File: config.mk
export PLATFORM = sky130hd
export DESIGN_NAME = issue_scoreboard_flat
export DESIGN_NICKNAME = d
export VERILOG_FILES = /design/src/rtl/issue_scoreboard_if.sv /design/src/rtl/issue_scoreboard.sv /design/src/flat_wrapper.sv
export SDC_FILE = /design/constraint.sdc
export NUM_CORES = 1
export LEC_CHECK = 0
export ABC_AREA = 0
export CORE_MARGIN = 2
export CORE_UTILIZATION = 30
export CTS_BUF_LIST = sky130_fd_sc_hd__clkbuf_4
export DETAILED_ROUTE_END_ITERATION = 8
export GPL_ROUTABILITY_DRIVEN = 1
export HOLD_SLACK_MARGIN = 0.03
export SETUP_SLACK_MARGIN = 0.3
export SKIP_CTS_REPAIR_TIMING = 1
export SLEW_MARGIN = 20
export SYNTH_ARGS = -nofsm -noshare
export SYNTH_HDL_FRONTEND = slang
export SYNTH_SLANG_ARGS = --single-unit
File: constraint.sdc
create_clock -name clk -period 5.5 [get_ports clk]
set_clock_uncertainty 0.1 [all_clocks]
set_input_delay 1.65 -clock clk [delete_from_list [all_inputs] [get_ports clk]]
set_output_delay 1.65 -clock clk [all_outputs]
set_load 0.02 [all_outputs]
File: src/rtl/issue_scoreboard_if.sv
// Decode/execute/writeback signal bundle for the issue scoreboard.
// The scoreboard uses the slave modport. The driving environment uses master.
interface issue_scoreboard_if #(
   parameter int IDX_W = 5
);
   logic             prev_done;
   logic             stall_prev;
   logic             next_stall;
   logic             done_next;
   logic [IDX_W-1:0] read_register_1_in;
   logic             read_register_1_valid_in;
   logic [IDX_W-1:0] read_register_2_in;
   logic             read_register_2_valid_in;
   logic [IDX_W-1:0] write_register_in;
   logic             write_register_valid_in;
   logic [IDX_W-1:0] retire_register;
   logic             retire_valid;
   logic             flush;
   logic             pending_any;
   logic             underflow_error;
   logic [31:0]      stall_cycles;

   modport master (
      output prev_done, next_stall,
      output read_register_1_in, read_register_1_valid_in,
      output read_register_2_in, read_register_2_valid_in,
      output write_register_in, write_register_valid_in,
      output retire_register, retire_valid, flush,
      input  stall_prev, done_next, pending_any, underflow_error, stall_cycles
   );

   modport slave (
      input  prev_done, next_stall,
      input  read_register_1_in, read_register_1_valid_in,
      input  read_register_2_in, read_register_2_valid_in,
      input  write_register_in, write_register_valid_in,
      input  retire_register, retire_valid, flush,
      output stall_prev, done_next, pending_any, underflow_error, stall_cycles
   );
endinterface

File: src/rtl/issue_scoreboard.sv
// Issue scoreboard: per-register pending-write counters gate issue from decode to execute.
// Writeback retirements decrement the counters. A flush clears all of them.
module issue_scoreboard #(
   parameter int NUM_REGISTERS           = 32,
   parameter int REGISTER_INDEXING_WIDTH = $clog2(NUM_REGISTERS),
   parameter int COUNT_WIDTH             = 2
) (
   input  logic               clk,
   input  logic               rst_n,
   issue_scoreboard_if.slave  sb
);
   localparam logic [REGISTER_INDEXING_WIDTH-1:0] ZERO_IDX = {REGISTER_INDEXING_WIDTH{1'b0}};
   localparam logic [COUNT_WIDTH-1:0]             ZERO_CNT = {COUNT_WIDTH{1'b0}};
   localparam logic [COUNT_WIDTH-1:0]             MAX_CNT  = {COUNT_WIDTH{1'b1}};
   localparam logic [COUNT_WIDTH-1:0]             ONE_CNT  = COUNT_WIDTH'(1);

   logic [COUNT_WIDTH-1:0]   cnt_r [NUM_REGISTERS];
   logic                     underflow_r;
   logic [31:0]              stall_cycles_r;

   logic [NUM_REGISTERS-1:0] inc_s;
   logic [NUM_REGISTERS-1:0] dec_s;
   logic [NUM_REGISTERS-1:0] zero_s;
   logic                     hazard_s;
   logic                     full_s;
   logic                     blocked_s;
   logic                     done_s;
   logic                     stall_s;
   logic                     issue_s;
   logic                     underflow_hit_s;
   logic                     pending_s;

   function automatic logic reg_busy(
      input logic                               vld,
      input logic [REGISTER_INDEXING_WIDTH-1:0] idx,
      input logic [COUNT_WIDTH-1:0]             cnt
   );
      reg_busy = vld && (idx != ZERO_IDX) && (cnt != ZERO_CNT);
   endfunction

   // Hazard detection and the decode/execute handshake outputs.
   always_comb begin
      hazard_s = reg_busy(sb.read_register_1_valid_in, sb.read_register_1_in,
                          cnt_r[sb.read_register_1_in])
              || reg_busy(sb.read_register_2_valid_in, sb.read_register_2_in,
                          cnt_r[sb.read_register_2_in])
              || reg_busy(sb.write_register_valid_in, sb.write_register_in,
                          cnt_r[sb.write_register_in]);
      // Redundant under in-order WAW blocking; kept so the hazard rule can be relaxed safely.
      full_s    = sb.write_register_valid_in && (sb.write_register_in != ZERO_IDX)
               && (cnt_r[sb.write_register_in] == MAX_CNT);
      blocked_s = hazard_s || full_s || sb.flush;
      done_s    = rst_n && sb.prev_done && !blocked_s;
      stall_s   = !rst_n || blocked_s || sb.next_stall;
      issue_s   = sb.prev_done && !stall_s;
   end

   // Per-register increment/decrement requests and underflow detection.
   always_comb begin
      inc_s     = {NUM_REGISTERS{1'b0}};
      dec_s     = {NUM_REGISTERS{1'b0}};
      zero_s    = {NUM_REGISTERS{1'b0}};
      pending_s = 1'b0;
      for (int r = 1; r < NUM_REGISTERS; r++) begin
         inc_s[r]  = issue_s && sb.write_register_valid_in
                  && (sb.write_register_in == REGISTER_INDEXING_WIDTH'(r));
         dec_s[r]  = sb.retire_valid && (sb.retire_register == REGISTER_INDEXING_WIDTH'(r));
         zero_s[r] = (cnt_r[r] == ZERO_CNT);
         pending_s = pending_s || !zero_s[r];
      end
      underflow_hit_s = !sb.flush && (|(dec_s & ~inc_s & zero_s));
   end

   // Pending-write counters; flush wins over any same-cycle retire.
   always_ff @(posedge clk or negedge rst_n) begin
      if (!rst_n) begin
         for (int r = 0; r < NUM_REGISTERS; r++) begin
            cnt_r[r] <= ZERO_CNT;
         end
      end else if (sb.flush) begin
         for (int r = 0; r < NUM_REGISTERS; r++) begin
            cnt_r[r] <= ZERO_CNT;
         end
      end else begin
         for (int r = 0; r < NUM_REGISTERS; r++) begin
            if (inc_s[r] && !dec_s[r]) begin
               cnt_r[r] <= cnt_r[r] + ONE_CNT;
            end else if (dec_s[r] && !inc_s[r] && !zero_s[r]) begin
               cnt_r[r] <= cnt_r[r] - ONE_CNT;
            end else begin
               cnt_r[r] <= cnt_r[r];
            end
         end
      end
   end

   // Sticky underflow flag, cleared only by reset.
   always_ff @(posedge clk or negedge rst_n) begin
      if (!rst_n) begin
         underflow_r <= 1'b0;
      end else if (underflow_hit_s) begin
         underflow_r <= 1'b1;
      end else begin
         underflow_r <= underflow_r;
      end
   end

   // Free-running count of cycles where decode was held with a valid instruction.
   always_ff @(posedge clk or negedge rst_n) begin
      if (!rst_n) begin
         stall_cycles_r <= 32'd0;
      end else if (sb.prev_done && stall_s) begin
         stall_cycles_r <= stall_cycles_r + 32'd1;
      end else begin
         stall_cycles_r <= stall_cycles_r;
      end
   end

   assign sb.done_next       = done_s;
   assign sb.stall_prev      = stall_s;
   assign sb.pending_any     = pending_s;
   assign sb.underflow_error = underflow_r;
   assign sb.stall_cycles    = stall_cycles_r;
endmodule
File: src/flat_wrapper.sv
// flat-port wrapper written by rule: the top's interface ports become plain ports
module issue_scoreboard_flat 
#(
   parameter int NUM_REGISTERS           = 32,
   parameter int REGISTER_INDEXING_WIDTH = $clog2(NUM_REGISTERS),
   parameter int COUNT_WIDTH             = 2
)
  (clk, rst_n, sb_prev_done, sb_next_stall, sb_read_register_1_in, sb_read_register_1_valid_in, sb_read_register_2_in, sb_read_register_2_valid_in, sb_write_register_in, sb_write_register_valid_in, sb_retire_register, sb_retire_valid, sb_flush, sb_stall_prev, sb_done_next, sb_pending_any, sb_underflow_error, sb_stall_cycles);
  issue_scoreboard_if sb_i ();
  input  logic clk;
  input  logic rst_n;
  input wire logic [$bits(sb_i.prev_done)-1:0] sb_prev_done;
  input wire logic [$bits(sb_i.next_stall)-1:0] sb_next_stall;
  input wire logic [$bits(sb_i.read_register_1_in)-1:0] sb_read_register_1_in;
  input wire logic [$bits(sb_i.read_register_1_valid_in)-1:0] sb_read_register_1_valid_in;
  input wire logic [$bits(sb_i.read_register_2_in)-1:0] sb_read_register_2_in;
  input wire logic [$bits(sb_i.read_register_2_valid_in)-1:0] sb_read_register_2_valid_in;
  input wire logic [$bits(sb_i.write_register_in)-1:0] sb_write_register_in;
  input wire logic [$bits(sb_i.write_register_valid_in)-1:0] sb_write_register_valid_in;
  input wire logic [$bits(sb_i.retire_register)-1:0] sb_retire_register;
  input wire logic [$bits(sb_i.retire_valid)-1:0] sb_retire_valid;
  input wire logic [$bits(sb_i.flush)-1:0] sb_flush;
  output wire logic [$bits(sb_i.stall_prev)-1:0] sb_stall_prev;
  output wire logic [$bits(sb_i.done_next)-1:0] sb_done_next;
  output wire logic [$bits(sb_i.pending_any)-1:0] sb_pending_any;
  output wire logic [$bits(sb_i.underflow_error)-1:0] sb_underflow_error;
  output wire logic [$bits(sb_i.stall_cycles)-1:0] sb_stall_cycles;
  assign sb_i.prev_done = sb_prev_done;
  assign sb_i.next_stall = sb_next_stall;
  assign sb_i.read_register_1_in = sb_read_register_1_in;
  assign sb_i.read_register_1_valid_in = sb_read_register_1_valid_in;
  assign sb_i.read_register_2_in = sb_read_register_2_in;
  assign sb_i.read_register_2_valid_in = sb_read_register_2_valid_in;
  assign sb_i.write_register_in = sb_write_register_in;
  assign sb_i.write_register_valid_in = sb_write_register_valid_in;
  assign sb_i.retire_register = sb_retire_register;
  assign sb_i.retire_valid = sb_retire_valid;
  assign sb_i.flush = sb_flush;
  assign sb_stall_prev = sb_i.stall_prev;
  assign sb_done_next = sb_i.done_next;
  assign sb_pending_any = sb_i.pending_any;
  assign sb_underflow_error = sb_i.underflow_error;
  assign sb_stall_cycles = sb_i.stall_cycles;
  issue_scoreboard #(.NUM_REGISTERS(NUM_REGISTERS), .REGISTER_INDEXING_WIDTH(REGISTER_INDEXING_WIDTH), .COUNT_WIDTH(COUNT_WIDTH)) u_core (.clk(clk), .rst_n(rst_n), .sb(sb_i));
endmodule
==> reports/metrics.yaml <==
rsz0062_at_grt: "true"
r2r-start: "u_core.cnt_r[38]"
core_um2: 20900
wire_per_inst_um: 19.2
cts_sinks: 95
synth_top_family_by_area: "simple AND/OR/NAND/NOR gates"
fin_util_pct: 38.2
synth_xor_area_share_pct: 4.41
die_h_um: 150
seqPwrFrac_pct: 50.4
diodes: 0
criticalPathCategory: "input pin to primary output"
clk_path_buf_depth: 2
critPathMaxFanout: 8
hpwl_um: 16200
p_leak_uw: 0.00324
wirelength_um: 21700
io-pin-count: 65
fmax_mhz: 186
layout_common_cells: "95 x dfrtp_1, 92 x nor2_1, 78 x nand2_1"
clkTransAtPathRegs_ns: 0.20
drv_cap: 0
p_int_uw: 985
drt_iter0_markers: 552
cts_tree: "built"
grt_max_degree: 52
fin_nets: 880
critPathMaxStageDelay_ns: 0.51
drcViolationCount: 0
synthTopCellsByArea: "dfrtp_1 37%, nor2_1 5.5%, mux4_2 5.0%"
vias: 6358
synth.area.mux_share_pct: 6.10
maxSlewViolCount: 0
track_usage_pct: 19.7
ys.flop_type: "dfrtp_1"
p_comb_share_pct: 22.5
synthAdderAreaFrac_pct: 0.197
drtAntennaViolNets: 0
dp_cells: 1108
timing.final.crit_share_pct: 97.8
synth-edff-count: 0
yosysSeqAreaShare_pct: 37.4
grt_first_pass_wirelength_um: 34100
final_common_cell: "dfrtp_1"
powerDensity_nw_per_um2: 188
required_ns: 3.75
worstPathCellList: "buf_8, buf_8, mux4_2, nor3b_2, or4b_4, o211a_4, nor4_4, inv_2, buf_6"
outcome: "complete, no violations"
synth_top_cell_area_share_pct: 37.4
finalSetupViolations: 0
synth_compound_area_share_pct: 16.6
start_kind: "input pin"
nFillCells: 2139
syn_inst: 740
clock_latency_ns: 0.53
initial_core_util_pct: 30.4
cp-endpoint: "sb_stall_prev"
antenna_found_initial: 0
hold_class: "flop to flop"
cts-root-buf: "clkbuf_4"
synth_seq_cells: 95
ir_drop_uv: 268
ff2ff_path_depth: 12
rrSetupSlack_ns: 1.60
relSlewSlack_pct: 40.5
grt_remaining_overflow: 0
post-route-min-period_ns: 5.38
netSwitchingFraction_pct: 34.4
viasPerCell: 5.63
setup.worst_path.start: "sb_write_register_in[1]"
p_sw_uw: 517
async_flop_share_pct: 100
dr.pass1.iters: 5
syn-num-nets: 770
p_clk_share_pct: 27.1
drive_gt1_share_pct: 15.8
endpoint_kind: "primary output"
die_area_um2: 22400
cts_htree_levels: 3
cpMaxStageDelayCell: "or4b_4"
timing.rr.end: "u_core.sb.underflow_error"
grt_pass1_vias: 6125
cp.arrival_ns: 3.63
synth_simple_gate_area_share_pct: 31.0
cp_common_cell: "buf_8"
numCtsBuffers: 9
gp_congestion: 1.03
final_cells: 1130
postSynthAreaPerCell_um2: 8.59
worst_slew_pin_slew_ns: 0.886
portBuffers: 64
yosys.area.top_type: "dfrtp_1"
rows: 53
finalHoldViolCount: 0
yosys_warnings: 0
synth_cell_types: 74
syn-cell-area_um2: 6360
area_delta_synth_final_pct: 25.6
die-width_um: 150
-- cells in the mapped netlist (4+ instances only) --
| master | number |
|---|---|
| dfrtp_1 | 95 |
| nor2_1 | 93 |
| nand2_1 | 78 |
| nor3_1 | 46 |
| a21oi_1 | 45 |
| inv_1 | 32 |
| xnor2_1 | 26 |
| o21ai_0 | 24 |
| nand3_1 | 23 |
| nand4_1 | 20 |
| clkbuf_1 | 16 |
| a2111oi_0 | 14 |
| and2_1 | 14 |
| mux4_2 | 14 |
| a31oi_1 | 12 |
| or3_1 | 12 |
| nand2b_1 | 11 |
| and3_1 | 9 |
| nor3b_1 | 9 |
| buf_2 | 8 |
| nor2b_1 | 8 |
| nor4_1 | 8 |
| a221oi_1 | 7 |
| nand3b_1 | 7 |
| nand4b_1 | 7 |
| or2_2 | 7 |
| o2111a_1 | 6 |
| xor2_1 | 6 |
| a211oi_1 | 5 |
| and4_1 | 5 |
| mux2i_1 | 5 |
| nor2_2 | 4 |
| o311a_1 | 4 |
-- state kept, by name, summed over array words and instances (netlist names) --
register / count
u_core.cnt_r: 62
u_core.sb.stall_cycles: 32
u_core.sb.underflow_error: 1
-- power by group through the flow --
| stage | clock network [uW] | logic [uW] | registers [uW] |
|---|---|---|---|
| after floorplan | 0 | 135 | 793 |
| after global placement | 0 | 321 | 770 |
| after detailed placement | 0 | 323 | 770 |
| after CTS | 415 | 325 | 758 |
| after global routing | 440 | 365 | 764 |
| final | 406 | 338 | 757 |
-- how the worst min path moves through the flow --
stage | startpoint | endpoint | slack (ns) | depth (start not counted)
finish | u_core.sb.stall_cycles[31] | u_core.sb.stall_cycles[31] | 0.38 | 1
floorplan | u_core.cnt_r[3] | u_core.cnt_r[3] | 0.40 | 1
global placement | u_core.sb.stall_cycles[31] | u_core.sb.stall_cycles[31] | 0.36 | 1
detailed placement | u_core.sb.stall_cycles[31] | u_core.sb.stall_cycles[31] | 0.36 | 1
global route | u_core.sb.stall_cycles[31] | u_core.sb.stall_cycles[31] | 0.40 | 1
CTS | u_core.sb.stall_cycles[31] | u_core.sb.stall_cycles[31] | 0.39 | 1
-- through the flow --
step	total power, uW	TNS (ns)	hold WS (ns)	cell area [um2]	setup WS, ns
finish	1500	0	0.380	7980	0.123
global placement	1090	-1.35	0.363	7640	-0.701
global route	1570	0	0.397	7980	0.0726
floorplan	928	0	0.401	6360	0.316
detailed placement	1090	-1.47	0.362	7640	-0.779
CTS	1500	-1.53	0.388	7790	-0.808
-- kinds of logic after synthesis --
group	after synthesis
flops	95
xor+xnor	32
mux	21
simple gates	377
compound gates	151
buf+inv	63
fa+ha+maj	1
-- metal layers --
metal	wire length (um)	part of all wire, %	GRT usage, %	vias up
met5	0	0	0	-
met4	761	3.5	7.52	0
met3	1790	8.3	4.94	61
met2	9460	44	30.0	284
met1	9680	45	27.0	3063
li1	-	-	-	2950
-- cell type report --
| class | count | area (um2) | area share (%) |
|---|---|---|---|
| inverter | 33 | 124 | 1.55 |
| clock buffer | 9 | 67.6 | 0.846 |
| timing repair buffer | 129 | 1190 | 15.0 |
| multi-input combinational | 582 | 3800 | 47.6 |
| clock inverter | 7 | 77.6 | 0.972 |
| sequential | 95 | 2380 | 29.8 |
| tap | 275 | 344 | 4.31 |
-- worst max-delay path, delay by kind of cell --
family | cells | cell delay, ns
compound gates | 1 | 0.27
buf+inv | 4 | 0.46
mux | 1 | 0.33
simple gates | 3 | 0.89
(Power assumes the default switching activity.)
